<file path="src/rtl/mem_arb_pkg.sv">
// Shared types for the IF/LS memory port arbiter.
package mem_arb_pkg;

   typedef enum logic [1:0] {
      IDLE,
      REQ,
      RESP
   } state_e;

   typedef enum logic {
      OWN_IF,
      OWN_LS
   } owner_e;

endpackage

</file>
<file path="src/rtl/mem_port_arbiter.sv">
// Shares one single-ported memory between instruction fetch and load/store.
// One transaction in flight; LS has priority unless a pending IF has been starved.
module mem_port_arbiter
   import mem_arb_pkg::*;
#(
   parameter int ADDR_WIDTH   = 32,
   parameter int DATA_WIDTH   = 32,
   parameter int STARVE_LIMIT = 4
) (
   input  logic                    clk_ip,
   input  logic                    rst_n_ip,
   input  logic                    if_req_ip,
   input  logic [ADDR_WIDTH-1:0]   if_addr_ip,
   output logic                    if_gnt_op,
   output logic                    if_rvalid_op,
   output logic [DATA_WIDTH-1:0]   if_rdata_op,
   input  logic                    ls_req_ip,
   input  logic                    ls_we_ip,
   input  logic [DATA_WIDTH/8-1:0] ls_be_ip,
   input  logic [ADDR_WIDTH-1:0]   ls_addr_ip,
   input  logic [DATA_WIDTH-1:0]   ls_wdata_ip,
   output logic                    ls_gnt_op,
   output logic                    ls_rvalid_op,
   output logic [DATA_WIDTH-1:0]   ls_rdata_op,
   output logic                    mem_req_op,
   output logic                    mem_we_op,
   output logic [DATA_WIDTH/8-1:0] mem_be_op,
   output logic [ADDR_WIDTH-1:0]   mem_addr_op,
   output logic [DATA_WIDTH-1:0]   mem_wdata_op,
   input  logic                    mem_gnt_ip,
   input  logic                    mem_rvalid_ip,
   input  logic [DATA_WIDTH-1:0]   mem_rdata_ip
);

   localparam int CNT_WIDTH = $clog2(STARVE_LIMIT + 1);

   state_e                 state_q;
   owner_e                 owner_q;
   logic [CNT_WIDTH-1:0]   starve_cnt_q;
   logic                   stale_ok_q;

   logic starve_hit;
   logic pick_ls;
   logic gnt_ev;
   logic rvalid_ev;

   // A pending IF that has lost STARVE_LIMIT times in a row blocks LS once.
   assign starve_hit = if_req_ip && (starve_cnt_q == CNT_WIDTH'(STARVE_LIMIT));
   assign pick_ls    = ls_req_ip && !starve_hit;
   assign gnt_ev     = (state_q == REQ)  && mem_gnt_ip;
   assign rvalid_ev  = (state_q == RESP) && mem_rvalid_ip;

   assign if_gnt_op    = gnt_ev    && (owner_q == OWN_IF);
   assign ls_gnt_op    = gnt_ev    && (owner_q == OWN_LS);
   assign if_rvalid_op = rvalid_ev && (owner_q == OWN_IF);
   assign ls_rvalid_op = rvalid_ev && (owner_q == OWN_LS);

   // Read data is gated so both ports read zero outside their own response cycle.
   assign if_rdata_op = if_rvalid_op ? mem_rdata_ip : '0;
   assign ls_rdata_op = ls_rvalid_op ? mem_rdata_ip : '0;

   // NOTE: all state here uses non-blocking assignments so every register samples
   // the pre-edge values; blocking would make ordering inside the block matter.
   always_ff @(posedge clk_ip or negedge rst_n_ip) begin
      if (!rst_n_ip) begin
         state_q      <= IDLE;
         owner_q      <= OWN_IF;
         starve_cnt_q <= '0;
         stale_ok_q   <= 1'b1;
         mem_req_op   <= 1'b0;
         mem_we_op    <= 1'b0;
         mem_be_op    <= '0;
         mem_addr_op  <= '0;
         mem_wdata_op <= '0;
      end else begin
         case (state_q)
            IDLE: begin
               if (pick_ls) begin
                  owner_q      <= OWN_LS;
                  mem_we_op    <= ls_we_ip;
                  mem_be_op    <= ls_be_ip;
                  mem_addr_op  <= ls_addr_ip;
                  mem_wdata_op <= ls_wdata_ip;
                  mem_req_op   <= 1'b1;
                  state_q      <= REQ;
                  // pick_ls with if_req high implies the counter is below the limit
                  if (if_req_ip) starve_cnt_q <= starve_cnt_q + CNT_WIDTH'(1);
               end else if (if_req_ip) begin
                  owner_q      <= OWN_IF;
                  mem_we_op    <= 1'b0;
                  mem_be_op    <= '1;
                  mem_addr_op  <= if_addr_ip;
                  mem_wdata_op <= '0;
                  mem_req_op   <= 1'b1;
                  state_q      <= REQ;
                  starve_cnt_q <= '0;
               end
            end
            REQ: begin
               if (mem_gnt_ip) begin
                  mem_req_op <= 1'b0;
                  stale_ok_q <= 1'b0;
                  state_q    <= RESP;
               end
            end
            RESP: begin
               if (mem_rvalid_ip) state_q <= IDLE;
            end
            default: state_q <= IDLE;
         endcase
      end
   end

   // A response left over from a transaction cut short by reset may arrive before
   // the next grant; it is dropped. Any other response outside RESP is a protocol error.
   a_rvalid_in_resp: assert property (@(posedge clk_ip) disable iff (!rst_n_ip)
      (mem_rvalid_ip && (state_q != RESP)) |-> stale_ok_q)
      else $error("mem_rvalid_ip outside RESP");

   a_req_held: assert property (@(posedge clk_ip) disable iff (!rst_n_ip)
      (state_q == REQ) |-> ((owner_q == OWN_IF) ? if_req_ip : ls_req_ip))
      else $error("owner request dropped before grant");

endmodule

</file>
<file path="config.mk">
export PLATFORM = sky130hd
export DESIGN_NAME = mem_port_arbiter
export DESIGN_NICKNAME = d
export VERILOG_FILES = /design/src/rtl/mem_arb_pkg.sv /design/src/rtl/mem_port_arbiter.sv
export SDC_FILE = /design/constraint.sdc
export NUM_CORES = 1
export LEC_CHECK = 0
export ABC_AREA = 1
export BUFFER_PORTS_ARGS = -buffer_cell sky130_fd_sc_hd__buf_2
export CORE_MARGIN = 5
export CORE_UTILIZATION = 42
export CTS_CLUSTER_SIZE = 12
export DETAILED_ROUTE_END_ITERATION = 7
export GPL_TIMING_DRIVEN = 0
export PLACE_DENSITY = 0.81
export SLEW_MARGIN = 20
export SYNTH_ARGS = -nofsm -noshare
export SYNTH_HDL_FRONTEND = slang
export SYNTH_SLANG_ARGS = --single-unit
</file>
<file path="constraint.sdc">
create_clock -name clk_ip -period 1.9 [get_ports clk_ip]
set_clock_uncertainty 0.2 [all_clocks]
set_input_delay 0.285 -clock clk_ip [delete_from_list [all_inputs] [get_ports clk_ip]]
set_output_delay 0.285 -clock clk_ip [all_outputs]
set_load 0.01 [all_outputs]
</file>
# [Word-level counts from Yosys, hierarchy flattened]
# Cells that the tools add are included.
# W data, S select, Z words.
[op_classes] mux=23 bitwise=1 n_reduce_logical=16 n_eq_ne=6 n_addsub=1
[ops] op="$mux W32" count=6
[ops] op="$mux W3" count=3
[ops] op="$logic_and A1 B1 Y1" count=8
[ops] op="$mux W2" count=4
[ops] op="$mux W4" count=2
[ops] op="$mux W1" count=6
[ops] op="$pmux W2 S3" count=1
[ops] op="$reduce_and A3 Y1" count=2
[ops] op="$ne A2 B2 Y1 const B" count=2
[ops] op="$reduce_and A2 Y1" count=2
[ops] op="$reduce_bool A2 Y1" count=2
[ops] op="$add A3 B1 Y3 const B" count=1
[ops] op="$eq A3 B3 Y1 const B" count=1
[ops] op="$ne A3 B3 Y1 const B" count=1
[ops] op="$eq A2 B1 Y1 const B" count=1
[ops] op="$eq A2 B2 Y1 const B" count=1
[ops] op="$logic_not A2 Y1" count=1
[ops] op="$pmux W1 S2" count=1
[ops] op="$logic_not A1 Y1" count=1
[ops] op="$not A1 Y1" count=1
[totals] output_inout_bits=138 elab_cells=55 regBits=76 inputBits=139

# [Logic depth before layout (Yosys ltp)]
# Gate-level depths: netlist (run 1).
[logic_depth] depth_word=6 depth_mapped=9 mapped_depth_nobuf=7

# [Least setup slack after synthesis (run 1)]
# No wires, ideal clock.
[synth_path] path_type="register to output" startpoint="reg state_q[0]" endpoint="out ls_rdata_op[22]" arrival_time_ns=1.056 t_required_ns=1.415 slack_ns=0.359 path_stages_with_launch=5 n_path_buf=1 cell_sequence="dfrtp_1 inv_1 nand4_1 clkbuf_1 nor2_1"
[synth_via] elab_chain_cells=4
[synth_rtl] element="from (decl)" line="mem_port_arbiter.sv:37" rtl="state_e state_q;"
[synth_rtl] element="from (signal assigned)" line="mem_port_arbiter.sv:66" rtl="state_q <= IDLE;"
[synth_rtl] element="from (signal assigned)" line="mem_port_arbiter.sv:85" rtl="state_q <= REQ;"
[synth_rtl] element="from (signal assigned)" line="mem_port_arbiter.sv:95" rtl="state_q <= REQ;"
[synth_rtl] element="$eq A2 B2 Y1" line="mem_port_arbiter.sv:51" rtl="assign rvalid_ev = (state_q == RESP) && mem_rvalid_ip;"
[synth_rtl] element="$logic_and A1 B1 Y1" line="mem_port_arbiter.sv:51"
[synth_rtl] element="$logic_and A1 B1 Y1" line="mem_port_arbiter.sv:56" rtl="assign ls_rvalid_op = rvalid_ev && (owner_q == OWN_LS);"
[synth_rtl] element="$mux W32" line="mem_port_arbiter.sv:60" rtl="assign ls_rdata_op = ls_rvalid_op ? mem_rdata_ip : '0;"
[synth_rtl] element="to (decl)" line="mem_port_arbiter.sv:24" rtl="output logic [DATA_WIDTH-1:0] ls_rdata_op,"
# Every way passes these cells.

# [Final worst setup path (run 1)]
[layout_path] startpoint="reg owner_q" endpoint="out if_rdata_op[29]"
[layout_via] elab_chain_cells=3
[layout_rtl] element="from (decl)" line="mem_port_arbiter.sv:38" rtl="owner_e owner_q;"
[layout_rtl] element="from (signal assigned)" line="mem_port_arbiter.sv:67" rtl="owner_q <= OWN_IF;"
[layout_rtl] element="from (signal assigned)" line="mem_port_arbiter.sv:79" rtl="owner_q <= OWN_LS;"
[layout_rtl] element="from (signal assigned)" line="mem_port_arbiter.sv:89" rtl="owner_q <= OWN_IF;"
[layout_rtl] element="$not A1 Y1" line="mem_port_arbiter.sv:55" rtl="assign if_rvalid_op = rvalid_ev && (owner_q == OWN_IF);"
[layout_rtl] element="$logic_and A1 B1 Y1" line="mem_port_arbiter.sv:55"
[layout_rtl] element="$mux W32" line="mem_port_arbiter.sv:59" rtl="assign if_rdata_op = if_rvalid_op ? mem_rdata_ip : '0;"
[layout_rtl] element="to (decl)" line="mem_port_arbiter.sv:16" rtl="output logic [DATA_WIDTH-1:0] if_rdata_op,"
# Every way passes these cells.

==> results of run 1 <==
==> critical path, delay by kind of cell (launching register included) <==
kind          cells  cell delay, ns
simple gates      2            0.23
buf+inv           4            0.56
flops             1            0.43
==> sequential cells by signal, indices dropped and copies added (netlist names) <==
signal and count:
mem_wdata_op 32, state_q 2, owner_q 1, mem_we_op 1, mem_req_op 1, mem_addr_op 32, starve_cnt_q 3, mem_be_op 4
==> logic make-up (layout without fill, tap and decap cells) <==
family / count (synthesis) / count (layout) / synth area share (%)
AND/OR/NAND/NOR: 353 / 353 / 35.8
buffers and inverters: 137 / 482 / 14.4
flip-flops: 76 / 76 / 47.5
AO/OA/AOI/OAI: 8 / 8 / 1.41
adder cells (fa/ha/maj): 2 / 2 / 0.625
XOR/XNOR: 1 / 1 / 0.219
other: 0 / 2 / 0
==> stage by stage <==
| step | util [%] | instance area [um^2] | hold WS [ns] |
|---|---|---|---|
| after CTS | 69.2 | 6430 | 0.0240 |
| after detailed placement | 60.0 | 5570 | -0.00261 |
| after floorplan | - | 4000 | -0.211 |
| after global routing | 74.2 | 6890 | 0.0508 |
| final | 74.2 | 6890 | 0.0310 |
| after global placement | 59.7 | 5540 | 0.257 |
==> cells in the final DEF, fill, tap and decap left out, types with 4 or more instances in the layout <==
cell type and n:
nand3_1 67, clkbuf_8 11, clkbuf_1 5, nor2_1 21, nand2_1 213, clkbuf_4 5, buf_2 248, inv_1 103
nor2_4 30, buf_6 35, buf_4 17, dfrtp_1 75, buf_8 8, o21ai_1 4, dlygate4sd3_1 40, nor2_2 17
==> worst paths after layout <==
path                                                     end  depth (start not counted)
worst max-delay path                         if_rdata_op[29]                          6
worst min-delay path             mem_addr_op[10]$_DFFE_PN0P_                          5
worst max register to register  mem_wdata_op[15]$_DFFE_PN0P_                          8
worst min register to register   mem_addr_op[27]$_DFFE_PN0P_                          2
max in group asynchronous       mem_wdata_op[11]$_DFFE_PN0P_                          3
min in group asynchronous        mem_wdata_op[0]$_DFFE_PN0P_                          2
==> final cells by class <==
| cell class | instances | area (um^2) |
|---|---|---|
| Multi-Input combinational cell | 364 | 1790 |
| Tap cell | 129 | 161 |
| Fill cell | 715 | 2400 |
| Buffer | 31 | 270 |
| Clock inverter | 4 | 72.6 |
| Antenna cell | 2 | 5.00 |
| Clock buffer | 11 | 151 |
| Sequential cell | 76 | 1900 |
| Inverter | 106 | 400 |
| Timing Repair Buffer | 330 | 2130 |
==> power by group <==
| group | internal (uW) | switching (uW) | total [uW] |
|---|---|---|---|
| registers | 2380 | 443 | 2830 |
| logic | 1640 | 2290 | 3930 |
| clock network | 803 | 591 | 1390 |
| total | 4830 | 3330 | 8150 |
==> per-layer routing <==
metal  vias up  share of wire, %  GRT usage, %
met2       253                51          47.1
met5         -                 0             0
met1      2201                35          25.8
li1       2371                 -             -
met3        54               9.3          7.26
met4         0               4.1          12.8
==> timing repair <==
item	in CTS	in global routing
hold buffers	40	0
resized for setup	38	113
setup buffers	7	3
endpoints found under the setup margin	62	73
cloned	4	0
endpoints found under the hold margin	115	0
pin swaps	2	1
==> reports/summary.txt, run 1 <==
IO buf count = 275
largest net degree at the start of global routing = 58
die height = 108 um
share of cells above drive strength 1 = 41.9%
Async S/R FF share, synth = 100%
unrepaired setup endpoints after global routing = yes
number of synthesized flops with an enable pin = 0
Setup crit start = owner_q$_DFFE_PN0P_
Syn. warnings = 0
Power, Total = 8150 uW
Initial Util = 43.1%
worst hold path class = in -> reg
Rel. slew slack = 71.6%
DR pass1 iterations = 4
Root Buffer = clkbuf_8
final setup violating endpoints = 52
crit path cell chain = inv_1 -> nand4_1 -> buf_6 -> buf_8 -> nor2_1 -> buf_2
syn_nets = 718
GPL Wtd Cong = 0.866
io pins = 277
synth top area cells = dfrtp_1 (48%), nand2_1 (20%), inv_1 (9.8%)
first-pass GRT wire length = 23100 um
sequential area share after synthesis = 47.5%
vias in the first global route = 4753
Post-Syn Area = 4000 um^2
initial antenna violation count = 2
hold_sp = if_addr_ip[10]
Hold Vio Cnt, Final = 0
max_cap viols = 0
Total GRT Usage = 25.4%
Clk pin slew, worst setup/hold paths = 0.08 ns
crit share post-route = 108%
Mapped Cells = 577
mean area per synthesized cell = 6.94 um^2
status = complete, but fails checks
Crit. End Element = output pin
detailed placement HPWL = 11200 um
Core Footprint = 9280 um^2
Req. time, crit path = 1.41 ns
Max Clk Rate = 489 MHz
failing checks = negative setup slack
CTS tree = done
drt drc = 0
most common flop cell mapped by yosys = dfrtp_1
crit path max fanout = 10
CP arrival = 1.56 ns
final setup margin = -0.146 ns
CP Class = reg -> out
Site Rows = 35
clk buf depth = 2
# clock sinks = 76
Max Slew Vio Count = 0
CTS H-Tree Depth = 3
Clock Latency Late Sink = 0.34 ns
cell count after placement = 982
Overflow after GRT = 0
Routed Antenna Nets = 0
most frequent cells after synthesis = nand2_1 (213), inv_1 (105), dfrtp_1 (76)
wire per inst = 15.7 um
DRT Wirelength = 16600 um
critical path's largest stage delay = 0.43 ns
fin nets = 1059
final setup TNS = -2.60 ns
post-route insts no fill = 1053
Die Wd = 108 um
Lkg Pwr = 0.00423 uW
Critical Path Start Type = register
die area = 11600 um^2
P&R area growth vs syn = 72.0%
slowest CP cell = dfrtp_1
First DRT Iteration DRCs = 284
minimum clock period = 2.05 ns
r2r startpoint = starve_cnt_q[0]$_DFFE_PN0P_
Synth top area share = 47.5%
Synth area leader = dfrtp_1
register-to-register setup slack = 0.10 ns
Cell variety after synth = 21
vias per inst = 4.63
worst slew pin tran = 0.426 ns
most frequent cell after synthesis = nand2_1
vias post-DR = 4879
PD cells = 1180 nW/um^2
post-synthesis register bit count = 76
number of buffers created by CTS = 9
worst slack, placed = 0.0356 ns
Max rail drop VDD = 713 uV
Power figures use the tool's default switching activity.
==> run 2, diff against run 1 <==
--- a/config.mk
+++ b/config.mk
@@ -12,6 +12,8 @@
 export CTS_CLUSTER_SIZE = 12
 export DETAILED_ROUTE_END_ITERATION = 7
 export GPL_TIMING_DRIVEN = 0
+export HOLD_SLACK_MARGIN = 0.15
+export MAX_ROUTING_LAYER = met4
 export PLACE_DENSITY = 0.81
 export SLEW_MARGIN = 20
 export SYNTH_ARGS = -nofsm -noshare
==> reports/summary.txt, run 2 (synthesis results as in run 1) <==
status = complete, but fails checks (unchanged)
failing checks = negative setup slack (unchanged)
Crit. End Element = output pin (unchanged)
First DRT Iteration DRCs = 434 (was 284)
GPL Wtd Cong = 0.881 (was 0.866)
CP arrival = 1.57 ns (was 1.56 ns)
r2r startpoint = state_q[0]$_DFFE_PN0P_ (was starve_cnt_q[0]$_DFFE_PN0P_)
drt drc = 0 (unchanged)
crit path max fanout = 10 (unchanged)
PD cells = 1110 nW/um^2 (was 1180 nW/um^2)
CP Class = reg -> out (unchanged)
Max rail drop VDD = 715 uV (was 713 uV)
Rel. slew slack = 71.3% (was 71.6%)
Routed Antenna Nets = 0 (unchanged)
crit share post-route = 108% (about the same)
most frequent cells in the layout = buf_2 (248), nand2_1 (213), dlygate4sd3_1 (107), inv_1 (103), dfrtp_1 (75) (was buf_2 (248), nand2_1 (213), inv_1 (103), dfrtp_1 (75), nand3_1 (67))
Req. time, crit path = 1.41 ns (about the same)
clk buf depth = 2 (unchanged)
Overflow after GRT = 0 (unchanged)
wire per inst = 17.2 um (was 15.7 um)
Initial Util = 43.1% (unchanged)
Total GRT Usage = 30.8% (was 25.4%)
Max Slew Vio Count = 0 (unchanged)
number of buffers created by CTS = 9 (unchanged)
Clk pin slew, worst setup/hold paths = 0.08 ns (about the same)
Clock Latency Late Sink = 0.34 ns (about the same)
P&R area growth vs syn = 89.1% (was 72.0%)
largest net degree at the start of global routing = 58 (unchanged)
max_cap viols = 0 (unchanged)
most common cell after layout, fill and taps aside = buf_2 (unchanged)
# clock sinks = 76 (unchanged)
vias in the first global route = 5516 (was 4753)
fin nets = 1126 (was 1059)
first-pass GRT wire length = 27200 um (was 23100 um)
Hold Vio Cnt, Final = 0 (unchanged)
Die Wd = 108 um (unchanged)
worst slew pin tran = 0.431 ns (was 0.426 ns)
Placed Area = 5570 um^2 (unchanged)
worst hold path class = in -> async (was in -> reg)
cell count after placement = 982 (unchanged)
minimum clock period = 2.05 ns (about the same)
Layout fillers = 540 (was 715)
final instance area = 7570 um^2 (was 6890 um^2)
unrepaired setup endpoints after global routing = yes (unchanged)
initial antenna violation count = 2 (unchanged)
IO buf count = 275 (unchanged)
CTS tree = done (unchanged)
Final Core Density = 81.5% (was 74.2%)
DRT Wirelength = 19300 um (was 16600 um)
Site Rows = 35 (unchanged)
Power, Total = 8430 uW (was 8150 uW)
die area = 11600 um^2 (unchanged)
RR Endpoint = mem_addr_op[17]$_DFFE_PN0P_ (was mem_wdata_op[15]$_DFFE_PN0P_)
final setup margin = -0.154 ns (was -0.146 ns)
worst slack, placed = 0.0356 ns (unchanged)
Core Footprint = 9280 um^2 (unchanged)
Max Clk Rate = 487 MHz (was 489 MHz)
io pins = 277 (unchanged)
Largest regs = mem_addr_op (32), mem_wdata_op (32), mem_be_op (4) (unchanged)
CTS H-Tree Depth = 3 (unchanged)
share of cells above drive strength 1 = 39.1% (was 41.9%)
register-to-register setup slack = 0.06 ns (was 0.10 ns)
DR pass1 iterations = 6 (was 4)
post-route insts no fill = 1120 (was 1053)
vias per inst = 4.92 (was 4.63)
Lkg Pwr = 0.00451 uW (was 0.00423 uW)
r2r worst-path depth = 8 (unchanged)
die height = 108 um (unchanged)
Root Buffer = clkbuf_8 (unchanged)
Critical Path Start Type = register (unchanged)
detailed placement HPWL = 11200 um (unchanged)
final setup violating endpoints = 54 (was 52)
vias post-DR = 5512 (was 4879)
==> run 2: changes by cell type in the layout (fill, tap and decap cells not counted), sizes merged <==
cell / change
dlygate4sd3: +67
clkbuf: -1
buf: +1
==> run 2: worst max path at each step <==
| stage | slack, ns | end | start |
|---|---|---|---|
| 3_3_place_gp | -0.14 | mem_wdata_op[14]$_DFFE_PN0P_ | rst_n_ip |
| 6_report | -0.15 | if_rdata_op[29] | owner_q$_DFFE_PN0P_ |
| 3_5_place_dp | 0.04 | ls_rdata_op[16] | state_q[0]$_DFFE_PN0P_ |
| 5_1_grt | -0.25 | if_rdata_op[29] | owner_q$_DFFE_PN0P_ |
| 2_1_floorplan | 0.36 | ls_rdata_op[22] | state_q[0]$_DFFE_PN0P_ |
| 4_1_cts | -0.06 | if_rdata_op[27] | owner_q$_DFFE_PN0P_ |
==> run 2: repair_timing <==
action                                  in CTS  in global routing
endpoints found under the setup margin      62                 82
hold endpoints to repair                   150                  1
setup buffers                                7                  3
gates cloned                                 4                  0
pin swaps                                    2                  1
resized for setup                           38                118
hold buffers                               106                  1
==> run 2: layout make-up <==
cell class / count / area [um^2] / share of cell area, %
antenna: 2 / 5.00 / 0.0661
buffer: 31 / 272 / 3.59
clock buffer: 11 / 151 / 2.00
clock inverter: 4 / 72.6 / 0.959
inverter: 106 / 400 / 5.29
multi-input combinational: 364 / 1810 / 23.9
sequential: 76 / 1900 / 25.1
tap: 129 / 161 / 2.13
timing repair buffer: 397 / 2800 / 37.0
==> run 2: power breakdown <==
part           total [uW]  internal [uW]  switching [uW]
combinational        4180           1750            2440
sequential           2840           2380             462
clock                1400            803             598
==> run 2: worst max-delay path: stages, from the launching register on <==
cell and delay [ns]:
dfrtp_1 0.43, inv_1 0.09, nand4_1 0.09, buf_6 0.16, buf_8 0.15, nor2_1 0.15
buf_2 0.16
==> run 2: per-layer routing <==
layer	GRT usage, %	up-vias	wire length, um
met4	18.3	0	1030
li1	-	2504	-
met3	6.54	87	1740
met1	30.6	2522	6570
met5	-	-	0
met2	55.1	399	9940
==> run 2: through the flow <==
step                      hold WS (ns)  TNS, ns
after floorplan                 -0.211        0
after global placement           0.257    -9.60
after detailed placement      -0.00261        0
after CTS                        0.163    -1.50
after global routing             0.193    -6.58
final                            0.175    -2.62
==> run 3, diff against run 2 <==
--- a/config.mk
+++ b/config.mk
@@ -6,7 +6,7 @@
 export NUM_CORES = 1
 export LEC_CHECK = 0
 export ABC_AREA = 1
-export BUFFER_PORTS_ARGS = -buffer_cell sky130_fd_sc_hd__buf_2
+export BUFFER_PORTS_ARGS = -buffer_cell sky130_fd_sc_hd__buf_4
 export CORE_MARGIN = 5
 export CORE_UTILIZATION = 42
 export CTS_CLUSTER_SIZE = 12
==> reports/summary.txt, run 3 (synthesis results as in run 1) <==
Max rail drop VDD = 701 uV (was 715 uV)
slowest CP cell = dfrtp_1 (unchanged)
Overflow after GRT = 0 (unchanged)
Max Clk Rate = 476 MHz (was 487 MHz)
vias per inst = 5.31 (was 4.92)
Req. time, crit path = 1.41 ns (about the same)
worst slew pin tran = 0.975 ns (was 0.431 ns)
failing checks = negative setup slack (unchanged)
max_cap viols = 0 (unchanged)
fin nets = 1121 (was 1126)
Die Wd = 108 um (unchanged)
final instance area = 8280 um^2 (was 7570 um^2)
Total GRT Usage = 35.8% (was 30.8%)
initial antenna violation count = 1 (was 2)
wire per inst = 20.6 um (was 17.2 um)
CP endpoint = if_rdata_op[7] (was if_rdata_op[29])
Critical Path Start Type = register (unchanged)
GPL Wtd Cong = 0.961 (was 0.881)
Sw Share = 40.2% (was 41.5%)
Internal = 5610 uW (was 4930 uW)
die height = 108 um (unchanged)
RR Endpoint = mem_addr_op[19]$_DFFE_PN0P_ (was mem_addr_op[17]$_DFFE_PN0P_)
Setup crit start = owner_q$_DFFE_PN0P_ (unchanged)
Placed Area = 6230 um^2 (was 5570 um^2)
P&R area growth vs syn = 107% (was 89.1%)
Power, Total = 9380 uW (was 8430 uW)
crit path cell chain = inv_2 -> nand4_1 -> buf_6 -> buf_6 -> nor2_2 -> buf_4 (was inv_1 -> nand4_1 -> buf_6 -> buf_8 -> nor2_1 -> buf_2)
register-to-register setup slack = 0.07 ns (was 0.06 ns)
Most common cell on crit path = buf_6
critical path depth in cells = 6 (unchanged)
vias in the first global route = 6104 (was 5516)
crit path max fanout = 7 (was 10)
Largest regs = mem_addr_op (32), mem_wdata_op (32), mem_be_op (4) (unchanged)
Worst Hold Path Cells = 4
Final Core Density = 89.2% (was 81.5%)
Root Buffer = clkbuf_8 (unchanged)
vias post-DR = 5922 (was 5512)
share of cells above drive strength 1 = 40.7% (was 39.1%)
number of buffers created by CTS = 9 (unchanged)
CTS H-Tree Depth = 3 (unchanged)
r2r startpoint = state_q[1]$_DFFE_PN0P_ (was state_q[0]$_DFFE_PN0P_)
CTS tree = done (unchanged)
CP arrival = 1.61 ns (was 1.57 ns)
r2r worst-path depth = 7 (was 8)
io pins = 277 (unchanged)
Gate power share = 51.3% (was 49.6%)
First DRT Iteration DRCs = 524 (was 434)
CP Class = reg -> out (unchanged)
DRT Wirelength = 22900 um (was 19300 um)
Reg power frac = 31.1% (was 33.7%)
critical path's largest stage delay = 0.44 ns (was 0.43 ns)
Clock power frac = 17.6% (was 16.6%)
Rel. slew slack = 35.0% (was 71.3%)
Initial Util = 43.1% (unchanged)
minimum clock period = 2.10 ns (was 2.05 ns)
crit share post-route = 110% (was 108%)
final setup margin = -0.199 ns (was -0.154 ns)
Clock Latency Late Sink = 0.35 ns (was 0.34 ns)
worst hold path class = in -> reg (was in -> async)
Max Slew Vio Count = 0 (unchanged)
largest net degree at the start of global routing = 77 (was 58)
Clk pin slew, worst setup/hold paths = 0.07 ns (was 0.08 ns)
final setup violating endpoints = 64 (was 54)
sw power = 3770 uW (was 3500 uW)
detailed placement HPWL = 11800 um (was 11200 um)
DR pass1 iterations = 6 (unchanged)
IO buf count = 275 (unchanged)
unrepaired setup endpoints after global routing = yes (unchanged)
clk buf depth = 2 (unchanged)
die area = 11600 um^2 (unchanged)
status = complete, but fails checks (unchanged)
# clock sinks = 76 (unchanged)
most common cell after layout, fill and taps aside = buf_4 (was buf_2)
Lkg Pwr = 0.00468 uW (was 0.00451 uW)
Site Rows = 35 (unchanged)
Crit. End Element = output pin (unchanged)
crit path buf inv count = 4 (unchanged)
Core Footprint = 9280 um^2 (unchanged)
Routed Antenna Nets = 0 (unchanged)
PD cells = 1130 nW/um^2 (was 1110 nW/um^2)
drt drc = 0 (unchanged)
Crit path max-delay family = buffers and inverters (unchanged)
most frequent cells in the layout = buf_4 (253), nand2_1 (213), dlygate4sd3_1 (105), inv_1 (102), dfrtp_1 (76) (was buf_2 (248), nand2_1 (213), dlygate4sd3_1 (107), inv_1 (103), dfrtp_1 (75))
Hold Vio Cnt, Final = 0 (unchanged)
hold_sp = ls_req_ip
first-pass GRT wire length = 31300 um (was 27200 um)
-- run 3: cell types whose count changed in the layout (fill, tap and decap cells not counted), moves of 2 or more --
cell | previous run | this run
bufinv_16 | 2 | 4
nor2_4 | 30 | 37
nor2_1 | 21 | 5
buf_8 | 8 | 4
nor2_2 | 17 | 26
clkbuf_4 | 4 | 0
inv_2 | 2 | 4
dlygate4sd3_1 | 107 | 105
buf_4 | 18 | 253
buf_6 | 35 | 42
buf_2 | 248 | 8
clkbuf_16 | 1 | 5
-- run 3: metal layers --
layer	vias to the layer above	GRT usage, %	wire length (um)
li1	2499	-	-
met1	2731	36.2	7170
met2	541	63.3	11600
met3	151	6.36	2360
met4	0	23.0	1780
met5	-	-	0
-- run 3: repair_timing --
action                                  CTS  global route
pin swaps                                 1             0
endpoints found under the setup margin   62           109
hold endpoints to repair                151             0
setup buffers                             6             0
hold buffers                            105             0
gates resized for setup                  76            98
gates cloned                              2             4
-- run 3: worst min path at each step --
stage	endpoint	slack [ns]
after floorplan	mem_addr_op[0]$_DFFE_PN0P_	-0.21
after global placement	mem_wdata_op[19]$_DFFE_PN0P_	0.27
after detailed placement	mem_wdata_op[23]$_DFFE_PN0P_	0.27
after CTS	mem_addr_op[1]$_DFFE_PN0P_	0.17
after global routing	mem_addr_op[1]$_DFFE_PN0P_	0.23
final	mem_addr_op[1]$_DFFE_PN0P_	0.18
-- run 3: metrics by stage --
step                hold slack [ns]  setup TNS (ns)  worst slack [ns]  cells
detailed placement            0.266               0            0.0816    981
global placement              0.266               0             0.118    981
global route                  0.231           -9.53            -0.271   1115
CTS                           0.172           -1.05           -0.0419   1110
finish                        0.180           -5.73            -0.199   1115
floorplan                    -0.211               0             0.359    577
-- run 3: area by class of cell --
type	count	area, um^2
Clock buffer	12	145
Antenna cell	1	2.50
Clock inverter	4	120
Timing Repair Buffer	392	3370
Multi-Input combinational cell	364	1880
Inverter	106	398
Sequential cell	76	1900
Buffer	31	304
Tap cell	129	161
Fill cell	394	1000
-- run 3: tightest hold or removal path, cell delays in order --
cell and delay (ns):
buf_2 0.17, nand3_1 0.10, nand3_1 0.08, nand2_1 0.05
-- run 3: power by group through the flow --
stage / sequential (uW) / combinational [uW] / clock (uW)
finish: 2920 / 4810 / 1650
detailed placement: 2860 / 4000 / 0
global placement: 2850 / 3870 / 0
CTS: 2840 / 4360 / 1650
global route: 2970 / 5160 / 1740
floorplan: 3140 / 1600 / 0
